--- config.mk ---
export PLATFORM = sky130hd
export DESIGN_NAME = hazard_unit_mc_flat
export DESIGN_NICKNAME = d
export VERILOG_FILES = /design/src/rtl/hazard_unit_mc_if.sv /design/src/rtl/hazard_unit_mc.sv /design/src/flat_wrapper.sv
export SDC_FILE = /design/constraint.sdc
export NUM_CORES = 1
export LEC_CHECK = 0
export CORE_MARGIN = 2
export CORE_UTILIZATION = 32
export DETAILED_ROUTE_END_ITERATION = 10
export GPL_TIMING_DRIVEN = 0
export PLACE_DENSITY_LB_ADDON = 0.25
export SKIP_CTS_REPAIR_TIMING = 1
export SYNTH_ARGS = -nofsm -noshare
export SYNTH_HDL_FRONTEND = slang
export SYNTH_SLANG_ARGS = --single-unit
--- constraint.sdc ---
create_clock -name clk -period 2.6 [get_ports clk]
set_input_delay 0.78 -clock clk [delete_from_list [all_inputs] [get_ports clk]]
set_output_delay 0.78 -clock clk [all_outputs]
set_load 0.005 [all_outputs]
--- src/rtl/hazard_unit_mc_if.sv ---
// Hazard-unit bundle: datapath register numbers and stage flags in, stage controls out.
// The slave modport is the hazard unit side; the master modport is the datapath side.
interface hazard_unit_mc_if #(
    parameter int unsigned REG_AW = 5,
    parameter int unsigned CNT_W  = 32
) ();
    logic [REG_AW-1:0] rsD, rtD, rsE, rtE;
    logic [REG_AW-1:0] writeregE, writeregM, writeregW;
    logic              regwriteE, regwriteM, regwriteW;
    logic              memtoregE, memtoregM;
    logic              branchD, mdstartE, mdreqD;
    logic              dmem_reqM, dmem_readyM;
    logic              stallF, stallD, stallE, stallM;
    logic              flushE, flushW;
    logic              forwardAD, forwardBD;
    logic [1:0]        forwardAE, forwardBE;
    logic              md_busy, md_done;
    logic [CNT_W-1:0]  stall_cycles;

    modport slave (
        input  rsD, rtD, rsE, rtE, writeregE, writeregM, writeregW,
        input  regwriteE, regwriteM, regwriteW, memtoregE, memtoregM,
        input  branchD, mdstartE, mdreqD, dmem_reqM, dmem_readyM,
        output stallF, stallD, stallE, stallM, flushE, flushW,
        output forwardAD, forwardBD, forwardAE, forwardBE,
        output md_busy, md_done, stall_cycles
    );

    modport master (
        output rsD, rtD, rsE, rtE, writeregE, writeregM, writeregW,
        output regwriteE, regwriteM, regwriteW, memtoregE, memtoregM,
        output branchD, mdstartE, mdreqD, dmem_reqM, dmem_readyM,
        input  stallF, stallD, stallE, stallM, flushE, flushW,
        input  forwardAD, forwardBD, forwardAE, forwardBE,
        input  md_busy, md_done, stall_cycles
    );
endinterface

--- src/rtl/hazard_unit_mc.sv ---
// 5-stage pipeline hazard/forwarding controller with HI/LO busy tracking and memory-wait freeze.
// Define HAZARD_PERF_EN to build the saturating stall_cycles performance counter.
module hazard_unit_mc #(
    parameter int unsigned REG_AW     = 5,
    parameter int unsigned MD_LATENCY = 32,
    parameter int unsigned CNT_W      = 32
) (
    input logic             clk,
    input logic             reset,
    hazard_unit_mc_if.slave hz
);
    localparam logic [REG_AW-1:0] Zero   = '0;
    localparam logic [7:0]        MdLoad = 8'(MD_LATENCY - 1);

    typedef enum logic [0:0] {StIdle, StBusy} md_state_e;

    md_state_e  state_q, state_d;
    logic [7:0] mdcnt_q, mdcnt_d;
    logic       md_done;

    logic rs_d_hit_e, rt_d_hit_e, rs_d_hit_m, rt_d_hit_m;
    logic lwstall, brstall, mdstall, memstall;
    logic stall_f, stall_d, stall_e, stall_m, flush_e, flush_w;

    assign rs_d_hit_e = (hz.rsD != Zero) && (hz.rsD == hz.writeregE);
    assign rt_d_hit_e = (hz.rtD != Zero) && (hz.rtD == hz.writeregE);
    assign rs_d_hit_m = (hz.rsD != Zero) && (hz.rsD == hz.writeregM);
    assign rt_d_hit_m = (hz.rtD != Zero) && (hz.rtD == hz.writeregM);

    assign lwstall  = hz.memtoregE && (rs_d_hit_e || rt_d_hit_e);
    assign brstall  = hz.branchD && ((hz.regwriteE && (rs_d_hit_e || rt_d_hit_e)) ||
                                     (hz.memtoregM && (rs_d_hit_m || rt_d_hit_m)));
    assign mdstall  = hz.mdreqD && (state_q == StBusy);
    assign memstall = hz.dmem_reqM && !hz.dmem_readyM;

    assign hz.forwardAD = rs_d_hit_m && hz.regwriteM;
    assign hz.forwardBD = rt_d_hit_m && hz.regwriteM;

    always_comb begin
        hz.forwardAE = 2'b00;
        if (hz.rsE != Zero && hz.rsE == hz.writeregM && hz.regwriteM) begin
            hz.forwardAE = 2'b10;
        end else if (hz.rsE != Zero && hz.rsE == hz.writeregW && hz.regwriteW) begin
            hz.forwardAE = 2'b01;
        end
    end

    always_comb begin
        hz.forwardBE = 2'b00;
        if (hz.rtE != Zero && hz.rtE == hz.writeregM && hz.regwriteM) begin
            hz.forwardBE = 2'b10;
        end else if (hz.rtE != Zero && hz.rtE == hz.writeregW && hz.regwriteW) begin
            hz.forwardBE = 2'b01;
        end
    end

    // A memory wait freezes every stage and outranks the D-stage bubble.
    always_comb begin
        stall_f = 1'b0;
        stall_d = 1'b0;
        stall_e = 1'b0;
        stall_m = 1'b0;
        flush_e = 1'b0;
        flush_w = 1'b0;
        if (memstall) begin
            stall_f = 1'b1;
            stall_d = 1'b1;
            stall_e = 1'b1;
            stall_m = 1'b1;
            flush_w = 1'b1;
        end else if (lwstall || brstall || mdstall) begin
            stall_f = 1'b1;
            stall_d = 1'b1;
            flush_e = 1'b1;
        end
    end

    assign hz.stallF = stall_f;
    assign hz.stallD = stall_d;
    assign hz.stallE = stall_e;
    assign hz.stallM = stall_m;
    assign hz.flushE = flush_e;
    assign hz.flushW = flush_w;

    // The HI/LO unit keeps counting through memory waits; only acceptance waits for E to move.
    always_comb begin
        state_d = state_q;
        mdcnt_d = mdcnt_q;
        md_done = 1'b0;
        unique case (state_q)
            StIdle: begin
                if (hz.mdstartE && !memstall) begin
                    state_d = StBusy;
                    mdcnt_d = MdLoad;
                end
            end
            StBusy: begin
                if (mdcnt_q == 8'd0) begin
                    md_done = 1'b1;
                    state_d = StIdle;
                end else begin
                    mdcnt_d = mdcnt_q - 8'd1;
                end
            end
            default: state_d = StIdle;
        endcase
    end

    always_ff @(posedge clk) begin
        if (reset) begin
            state_q <= StIdle;
            mdcnt_q <= 8'd0;
        end else begin
            state_q <= state_d;
            mdcnt_q <= mdcnt_d;
        end
    end

    assign hz.md_busy = (state_q == StBusy);
    assign hz.md_done = md_done;

`ifdef HAZARD_PERF_EN
    logic [CNT_W-1:0] stall_cnt_q;

    always_ff @(posedge clk) begin
        if (reset) begin
            stall_cnt_q <= '0;
        end else if (stall_f && (stall_cnt_q != {CNT_W{1'b1}})) begin
            stall_cnt_q <= stall_cnt_q + CNT_W'(1);
        end
    end

    assign hz.stall_cycles = stall_cnt_q;
`else
    assign hz.stall_cycles = {CNT_W{1'b0}};
`endif
endmodule
--- src/flat_wrapper.sv ---
// flat-port wrapper written by rule: the top's interface ports become plain ports
module hazard_unit_mc_flat 
#(
    parameter int unsigned REG_AW     = 5,
    parameter int unsigned MD_LATENCY = 32,
    parameter int unsigned CNT_W      = 32
)
  (clk, reset, hz_rsD, hz_rtD, hz_rsE, hz_rtE, hz_writeregE, hz_writeregM, hz_writeregW, hz_regwriteE, hz_regwriteM, hz_regwriteW, hz_memtoregE, hz_memtoregM, hz_branchD, hz_mdstartE, hz_mdreqD, hz_dmem_reqM, hz_dmem_readyM, hz_stallF, hz_stallD, hz_stallE, hz_stallM, hz_flushE, hz_flushW, hz_forwardAD, hz_forwardBD, hz_forwardAE, hz_forwardBE, hz_md_busy, hz_md_done, hz_stall_cycles);
  hazard_unit_mc_if #(.REG_AW(REG_AW), .CNT_W(CNT_W)) hz_i ();
  input logic clk;
  input logic reset;
  input wire logic [$bits(hz_i.rsD)-1:0] hz_rsD;
  input wire logic [$bits(hz_i.rtD)-1:0] hz_rtD;
  input wire logic [$bits(hz_i.rsE)-1:0] hz_rsE;
  input wire logic [$bits(hz_i.rtE)-1:0] hz_rtE;
  input wire logic [$bits(hz_i.writeregE)-1:0] hz_writeregE;
  input wire logic [$bits(hz_i.writeregM)-1:0] hz_writeregM;
  input wire logic [$bits(hz_i.writeregW)-1:0] hz_writeregW;
  input wire logic [$bits(hz_i.regwriteE)-1:0] hz_regwriteE;
  input wire logic [$bits(hz_i.regwriteM)-1:0] hz_regwriteM;
  input wire logic [$bits(hz_i.regwriteW)-1:0] hz_regwriteW;
  input wire logic [$bits(hz_i.memtoregE)-1:0] hz_memtoregE;
  input wire logic [$bits(hz_i.memtoregM)-1:0] hz_memtoregM;
  input wire logic [$bits(hz_i.branchD)-1:0] hz_branchD;
  input wire logic [$bits(hz_i.mdstartE)-1:0] hz_mdstartE;
  input wire logic [$bits(hz_i.mdreqD)-1:0] hz_mdreqD;
  input wire logic [$bits(hz_i.dmem_reqM)-1:0] hz_dmem_reqM;
  input wire logic [$bits(hz_i.dmem_readyM)-1:0] hz_dmem_readyM;
  output wire logic [$bits(hz_i.stallF)-1:0] hz_stallF;
  output wire logic [$bits(hz_i.stallD)-1:0] hz_stallD;
  output wire logic [$bits(hz_i.stallE)-1:0] hz_stallE;
  output wire logic [$bits(hz_i.stallM)-1:0] hz_stallM;
  output wire logic [$bits(hz_i.flushE)-1:0] hz_flushE;
  output wire logic [$bits(hz_i.flushW)-1:0] hz_flushW;
  output wire logic [$bits(hz_i.forwardAD)-1:0] hz_forwardAD;
  output wire logic [$bits(hz_i.forwardBD)-1:0] hz_forwardBD;
  output wire logic [$bits(hz_i.forwardAE)-1:0] hz_forwardAE;
  output wire logic [$bits(hz_i.forwardBE)-1:0] hz_forwardBE;
  output wire logic [$bits(hz_i.md_busy)-1:0] hz_md_busy;
  output wire logic [$bits(hz_i.md_done)-1:0] hz_md_done;
  output wire logic [$bits(hz_i.stall_cycles)-1:0] hz_stall_cycles;
  assign hz_i.rsD = hz_rsD;
  assign hz_i.rtD = hz_rtD;
  assign hz_i.rsE = hz_rsE;
  assign hz_i.rtE = hz_rtE;
  assign hz_i.writeregE = hz_writeregE;
  assign hz_i.writeregM = hz_writeregM;
  assign hz_i.writeregW = hz_writeregW;
  assign hz_i.regwriteE = hz_regwriteE;
  assign hz_i.regwriteM = hz_regwriteM;
  assign hz_i.regwriteW = hz_regwriteW;
  assign hz_i.memtoregE = hz_memtoregE;
  assign hz_i.memtoregM = hz_memtoregM;
  assign hz_i.branchD = hz_branchD;
  assign hz_i.mdstartE = hz_mdstartE;
  assign hz_i.mdreqD = hz_mdreqD;
  assign hz_i.dmem_reqM = hz_dmem_reqM;
  assign hz_i.dmem_readyM = hz_dmem_readyM;
  assign hz_stallF = hz_i.stallF;
  assign hz_stallD = hz_i.stallD;
  assign hz_stallE = hz_i.stallE;
  assign hz_stallM = hz_i.stallM;
  assign hz_flushE = hz_i.flushE;
  assign hz_flushW = hz_i.flushW;
  assign hz_forwardAD = hz_i.forwardAD;
  assign hz_forwardBD = hz_i.forwardBD;
  assign hz_forwardAE = hz_i.forwardAE;
  assign hz_forwardBE = hz_i.forwardBE;
  assign hz_md_busy = hz_i.md_busy;
  assign hz_md_done = hz_i.md_done;
  assign hz_stall_cycles = hz_i.stall_cycles;
  hazard_unit_mc #(.REG_AW(REG_AW), .MD_LATENCY(MD_LATENCY), .CNT_W(CNT_W)) u_core (.clk(clk), .reset(reset), .hz(hz_i));
endmodule
======== After elaboration in Yosys (flattened, before gate mapping) ========
Index checks and enable logic that the tools add are counted.
cells by class
  divide/modulo/power cells ............... 0
  eq/ne operators ......................... 10
  reduce and logical (&&, ||, !) cells .... 34
  muxes and demuxes ....................... 16
  shift-type cells ........................ 0
  $add $sub $neg .......................... 1
  bitwise gates (word level) .............. 1
  multipliers ............................. 0
  magnitude comparators ................... 0
operators with widths
  cell                 number
  $eq 5x5->1           8
  $logic_and 1x1->1    21
  $reduce_bool 5->1    4
  $mux 8               2
  $pmux 8 s2           1
  $mux 1               10
  $logic_not 8->1      1
  $sub 8x1->8 const B  1
  $logic_or 1x1->1     5
  $mux 2               2
  $logic_not 1->1      2
  $ne 2x1->1 const B   1
  $ne 2x2->1 const B   1
  $pmux 1 s2           1
  $reduce_and 2->1     1
  $not 1->1            1
storage, ports and cells
  memories kept ........................... 0
  word-level logic and storage cells ...... 64
  ROM bits ................................ 0
  latch bits .............................. 0
  input port bits ......................... 47
  register bits ........................... 9
  memory bits (writable) .................. 0

======== Logic depth before layout (Yosys ltp) ========
Gate-level depths: netlist of the first run.
  depth after elaboration ................. 10
  mapped depth ............................ 7
  depth with buffers taken out ............ 7

======== Least setup slack after synthesis of the first run ========
Ideal clock, no wire load.
  path type ............................... input port to output port
  start ................................... input hz_rsD[1]
  end ..................................... output hz_stallF
  cell stages on the path ................. 6
  data arrival time ....................... 1979 ps
  path buffers ............................ 1
  slack ................................... -159 ps
  cells stage by stage .................... or4_1 nor2_1 nor4_1 o211ai_1 nand4b_1 buf_4
between the ends
  word-level cells in the longest chain between the ends .. 10
ends and longest elaborated chain
  item                                      line                                                              source
  start, declared                           flat_wrapper.sv:12                                                input wire logic [$bits(hz_i.rsD)-1:0] hz_rsD;
  $eq 5x5->1, or another cell as far along  hazard_unit_mc.sv:25                                              assign rs_d_hit_e = (hz.rsD != Zero) && (hz.rsD == hz.writeregE);
  $logic_and 1x1->1 (on tied branches)      hazard_unit_mc.sv:25, hazard_unit_mc.sv:27
  $logic_or 1x1->1 (on tied branches)       hazard_unit_mc.sv:30, hazard_unit_mc.sv:31, hazard_unit_mc.sv:32
  $logic_and 1x1->1 (on tied branches)      hazard_unit_mc.sv:31, hazard_unit_mc.sv:32
  $logic_or 1x1->1                          hazard_unit_mc.sv:31                                              assign brstall = hz.branchD && ((hz.regwriteE && (rs_d_hit_e || rt_d_hit_e)) ||
  $logic_and 1x1->1                         hazard_unit_mc.sv:31
  $logic_or 1x1->1 * (2 in series)          hazard_unit_mc.sv:71                                              end else if (lwstall || brstall || mdstall) begin
  $mux 1 * (2 in series)                    -
  end, declared                             flat_wrapper.sv:29                                                output wire logic [$bits(hz_i.stallF)-1:0] hz_stallF;
Mark *: on every way between the ends. The rest lies on a longest branch, timed or not.

======== Worst setup path in the final report of the first run ========
  start ................................... input hz_rtD[4]
  end ..................................... output hz_stallF
between the ends
  word-level cells in the longest chain between the ends .. 10
ends and longest elaborated chain
  item                                      line                                                              source
  start, declared                           flat_wrapper.sv:13                                                input wire logic [$bits(hz_i.rtD)-1:0] hz_rtD;
  $eq 5x5->1, or another cell as far along  hazard_unit_mc.sv:26                                              assign rt_d_hit_e = (hz.rtD != Zero) && (hz.rtD == hz.writeregE);
  $logic_and 1x1->1 (on tied branches)      hazard_unit_mc.sv:26, hazard_unit_mc.sv:28
  $logic_or 1x1->1 (on tied branches)       hazard_unit_mc.sv:30, hazard_unit_mc.sv:31, hazard_unit_mc.sv:32
  $logic_and 1x1->1 (on tied branches)      hazard_unit_mc.sv:31, hazard_unit_mc.sv:32
  $logic_or 1x1->1                          hazard_unit_mc.sv:31
  $logic_and 1x1->1                         hazard_unit_mc.sv:31
  $logic_or 1x1->1 * (2 in series)          hazard_unit_mc.sv:71
  $mux 1 *                                  hazard_unit_mc.sv:71
  $mux 1 *                                  hazard_unit_mc.sv:65                                              if (memstall) begin
Marks and branches as above.

==> out/qor.txt, run 1 <==
final setup TNS = -1.653 ns
largest net degree at the start of global routing = 11
number of synthesized flops with an enable pin = 0
R2R cell count = 7
clock sink count = 9
Initial Util = 32.91%
synthesized instance count = 161
Syn. warnings = 0
crit-path cells = buf_8, or4_4, nor2_4, nor4_4, o211ai_1, nand4b_1, buf_4, buf_6
Reg power frac = 24.3%
Die Width = 67.68 um
Mean Syn Cell Area = 8.059 sq um
unrepaired setup endpoints after global routing = yes
Clk Latency, worst-skew pair = 0.23 ns
core box area = 3943 sq um
ys async rst share = 0%
cell accounting for the most synthesized area = xnor2_1
CP Max Fanout = 3
Initial DRT Pass Iterations = 3
sequential cell area fraction in the yosys report = 13.89%
Layout Cells excl Fill = 313
worst r2r src = u_core.mdcnt_q[0]
area occupied by multi-input gates = 1130 sq um
first-pass GRT wire length = 4.871 mm
sequential cell area = 180.2 sq um
final setup margin = -0.4667 ns
WHS Endpoint = u_core.mdcnt_q[0]
Layout fillers = 353
switching pwr = 252.6 uW
count of cell types in the netlist = 33
Yosys top cell area share = 20.93%
final WL = 3.758 mm
number of cell rows = 23
H-tree depth = 1
initial antenna violation count = 0
Crit-path slowest cell = or4_4
DP Cell Count = 301
WL per Instance = 12.01 um
Clk network pwr share = 22.6%
Worst Setup End Kind = output port
CP arrival = 2.29 ns
Vias = 1,319
Switching Fraction = 34.27%
Post-synth top flop = dfxtp_1
Layout area overhead = 80.33%
Largest stage delay, worst path = 0.54 ns
Max clock buf depth = 2
final hold violation count = 0
detailed placement HPWL = 2.867 mm
cell area power density = 315.1 nW/um^2
synthesis-stage register bit count = 9
Internal = 484.7 uW
Post-Place Cell Area = 2067 sq um
Worst-path clk slew = 0.05 ns
status = complete, but fails checks
Synth area leaders = xnor2_1 21%, buf_4 20%, dfxtp_1 14%, xor2_1 8.1%, nor4_1 3.9%
vias in the first global route = 1,127
die area = 4580 sq um
worst hold path depth = 2
synthesized area = 1297 sq um
GRT Residual Overflow = 0
Critical Path RT = 1.82 ns
Pleak = 1.155 nW
Num CTS Buffers = 3
internal reg-to-reg setup slack = 0.68 ns
RD Place Congestion = 0.7579
layout cell share with drive strength beyond 1 = 39.16%
drt drc = 0
Peak supply drop = 0.3035 mV
Tightest Hold Check Type = reg -> reg
Power Total = 737.3 uW
1st-iter DRT viols = 24
Die Ht = 67.68 um
Max-Cap Viols = 0
final setup vio count = 7
count leader, synth = buf_4
failing checks = negative setup slack
worst clock skew = 0.002387 ns
CTS tree = yes
via/cell ratio = 4.214
Gate power share = 53.2%
Setup WS pre-CTS = -1.186 ns
Port Buf Inserts = 59
Final ANT Viol Nets = 0
top post-synthesis cells by count = 35 x buf_4, 31 x xnor2_1, 12 x xor2_1, 11 x nor2_1, 9 x dfxtp_1
Final #Nets = 312
# IOs = 93
Root Buffer = clkbuf_8
Tmin final = 3.067 ns
Final Instance Area = 2340 sq um
total track usage = 13.58%
Antenna Cells = 0
fin. max-slew vios = 0
Fmax achieved = 0.3261 GHz
Final period util = 117.9%
Worst Path Class, Setup = in -> out
min-delay src = u_core.mdcnt_q[0]
reg2reg end = u_core.mdcnt_q[5]
Startpoint Class = input pin
-- worst max-delay path, delay by kind of cell --
kind	cells	cell delay, ns
compound gates	1	0.24
simple gates	4	0.90
buf+inv	3	0.35
-- stage by stage --
step           hold WS [ns]  utilization, %
6_report             0.5077           59.35
3_3_place_gp         0.4883           52.43
4_1_cts              0.5084           53.57
5_1_grt              0.5358           59.35
3_5_place_dp         0.4993           52.43
2_1_floorplan        0.4766               -
-- cells by family (layout without fill, tap and decap cells) --
group	count (synthesis)	in the layout	synth area share, %
AND/OR/NAND/NOR	53	53	23.63
XOR/XNOR	43	43	29.03
buffers and inverters	39	110	21.50
AO/OA/AOI/OAI	15	15	10.70
flip-flops	9	9	13.89
adder cells (fa/ha/maj)	1	1	0.9642
other	1	32	0.2890
-- cell usage in the layout (no fill, tap or decap), types with 2 or more instances in the layout --
| cell type | Yosys | routed |
|---|---|---|
| a2111oi_2 | 3 | 3 |
| a21oi_1 | 4 | 4 |
| a311oi_1 | 3 | 3 |
| and2_1 | 2 | 2 |
| buf_2 | 1 | 7 |
| buf_4 | 35 | 44 |
| buf_6 | 0 | 5 |
| buf_8 | 0 | 4 |
| clkbuf_2 | 0 | 9 |
| clkbuf_8 | 0 | 3 |
| clkdlybuf4s50_1 | 0 | 18 |
| conb_1 | 1 | 32 |
| dfxtp_1 | 9 | 9 |
| dlymetal6s2s_1 | 0 | 16 |
| inv_1 | 2 | 2 |
| nand2_1 | 7 | 7 |
| nand2b_1 | 2 | 2 |
| nand3_1 | 4 | 4 |
| nand4_1 | 4 | 4 |
| nor2_1 | 11 | 7 |
| nor2_4 | 0 | 4 |
| nor3_1 | 3 | 3 |
| nor4_2 | 0 | 3 |
| nor4_4 | 0 | 4 |
| or3b_4 | 2 | 2 |
| or4_4 | 0 | 4 |
| xnor2_1 | 31 | 27 |
| xnor2_2 | 0 | 4 |
| xor2_1 | 12 | 12 |
-- power by group through the flow --
stage	combinational, mW	clock, mW	sequential (mW)
after floorplan	0.215	0	0.175
after global placement	0.349	0	0.179
after detailed placement	0.353	0	0.179
after CTS	0.355	0.169	0.176
after global routing	0.426	0.171	0.182
final	0.392	0.166	0.179
-- worst max-delay path by stage --
stage,start,to,depth (start not counted)
after CTS,hz_rsD[1],hz_stallF,8
after detailed placement,hz_rsD[1],hz_stallF,8
after global routing,hz_rtD[4],hz_stallF,8
after floorplan,hz_rsD[1],hz_stallF,6
final,hz_rtD[4],hz_stallF,8
after global placement,hz_rsD[1],hz_stallF,8
-- registers in the layout, indices dropped and copies added, names as in the netlist --
signal,flops
u_core.mdcnt_q,8
u_core.hz.md_busy,1
-- metal layers --
| layer | wire (um) | vias to the layer above | share of wire [%] | track usage, % |
|---|---|---|---|---|
| met3 | 229 | 8 | 6.1 | 1.167 |
| met2 | 1929 | 45 | 51 | 23.77 |
| met1 | 1528 | 568 | 41 | 16.92 |
| met4 | 71 | 0 | 1.9 | 5.612 |
| li1 | - | 698 | - | - |
| met5 | 0 | - | 0 | 0 |
-- area by class of cell --
type / instances / share of cell area (%)
multi-input cells: 144 / 48.29
repair buffers: 67 / 27.33
plain buffers: 37 / 11.76
flip-flops and latches: 9 / 7.701
well taps: 50 / 2.674
clock buffers: 4 / 1.925
inverters: 2 / 0.3209
Note: power is estimated with default switching activity, not from simulation.
==> inputs of run 2 (changes only) <==
GPL_ROUTABILITY_DRIVEN = 0   (was default)
clock period = 2.8 ns   (was 2.6 ns; I/O delays follow)
==> run 2 against run 1 <==
Compared with the run above: the run still ends with negative setup slack left; sequential power shrank 8%; sequential share of layout area is essentially flat; clock-buffer cell count is the same; flip-flop and latch count is the same; utilization shrank 0.35 points; setup slack gained 0.065 ns; hold slack lost 0.00091 ns; via count grew 0.30%; total power shrank 9.2%; critical path depth is the same; largest power group unchanged; highest routed layer unchanged.
==> out/qor.txt, run 2 (synthesis results as in run 1) <==
Worst Setup End Kind = output port
total track usage = 13.58%
Layout Cells excl Fill = 313
Final Instance Area = 2326 sq um
WL per Instance = 11.85 um
Max-Cap Viols = 0
CP arrival = 2.36 ns
Clk Latency, worst-skew pair = 0.23 ns
core box area = 3943 sq um
1st-iter DRT viols = 31
Final Util = 59.00%
Peak supply drop = 0.2792 mV
detailed placement HPWL = 2.867 mm
Final period util = 114.3%
Die Width = 67.68 um
Clk network pwr share = 22.7%
vias in the first global route = 1,127
Biggest register = u_core.mdcnt_q
Switching Fraction = 33.84%
Initial Util = 32.91%
Pleak = 1.170 nW
Layout fillers = 359
CTS tree = yes
Critical Path RT = 1.96 ns
number of cell rows = 23
Max clock buf depth = 2
# IOs = 93
unrepaired setup endpoints after global routing = yes
Gate power share = 52.9%
Power Total = 669.6 uW
layout cell share with drive strength beyond 1 = 34.98%
Antenna Cells = 0
Worst-path clk slew = 0.05 ns
Num CTS Buffers = 3
clock sink count = 9
Final #Nets = 312
Worst Path Class, Setup = in -> out
final hold violation count = 0
cell area power density = 287.9 nW/um^2
Die Ht = 67.68 um
commonest non-fill, non-tap cell in the layout = buf_4
H-tree depth = 1
Port Buf Inserts = 59
drt drc = 0
Vias = 1,323
initial antenna violation count = 0
Post-Place Cell Area = 2067 sq um
Reg power frac = 24.4%
GRT Residual Overflow = 0
switching pwr = 226.6 uW
largest net degree at the start of global routing = 11
Tmin final = 3.201 ns
Startpoint Class = input pin
Final ANT Viol Nets = 0
WHS = 0.5068 ns
Fmax achieved = 0.3124 GHz
Initial DRT Pass Iterations = 4
first-pass GRT wire length = 4.871 mm
DP Cell Count = 301
Tightest Hold Check Type = reg -> reg
final setup vio count = 6
Internal = 443.0 uW
Root Buffer = clkbuf_8
status = complete, but fails checks
CP Max Fanout = 3
fin. max-slew vios = 0
Setup WS pre-CTS = -1.106 ns
die area = 4580 sq um
most frequent cells in the layout = 43 x buf_4, 32 x conb_1, 31 x xnor2_1
max reg flops = 8
Layout area overhead = 79.27%
via/cell ratio = 4.227
final WL = 3.710 mm
worst clock skew = 0.0008625 ns
final setup margin = -0.4014 ns
final setup TNS = -1.142 ns
failing checks = negative setup slack
==> run 2: worst paths after layout <==
path	start	to	slack, ns	depth (start not counted)
min	u_core.mdcnt_q[0]	u_core.mdcnt_q[0]	0.51	2
max reg2reg	u_core.mdcnt_q[0]	u_core.mdcnt_q[5]	0.87	7
min reg2reg	u_core.mdcnt_q[0]	u_core.mdcnt_q[0]	0.51	2
max	hz_rtD[4]	hz_stallF	-0.40	8
==> run 2: critical path, stage by stage <==
cell and delay [ns]:
buf_8 0.10, or4_4 0.54, nor2_4 0.16, nor4_4 0.06, o211ai_1 0.25, nand4b_1 0.15, buf_4 0.15, buf_6 0.10
==> run 2: power groups by stage <==
stage	combinational, mW	sequential (mW)	clock [mW]
floorplan	0.199	0.162	0
global placement	0.324	0.166	0
detailed placement	0.328	0.166	0
CTS	0.330	0.164	0.157
global route	0.385	0.167	0.159
finish	0.354	0.164	0.152
==> run 2: final cells by class <==
type,count,area [sq um],share of cell area (%)
Sequential cell,9,180.2,7.746
Clock buffer,4,45.04,1.937
Buffer,37,272.8,11.73
Inverter,2,7.507,0.3228
Tap cell,50,62.56,2.690
Multi-Input combinational cell,144,1086,46.69
Timing Repair Buffer,67,671.9,28.89
==> run 2: layer usage <==
| metal | track usage, % | up-vias | share of wire (%) |
|---|---|---|---|
| met1 | 16.92 | 574 | 40 |
| met4 | 5.612 | 0 | 1.8 |
| li1 | - | 698 | - |
| met3 | 1.167 | 8 | 6.1 |
| met5 | 0 | - | 0 |
| met2 | 23.77 | 43 | 52 |
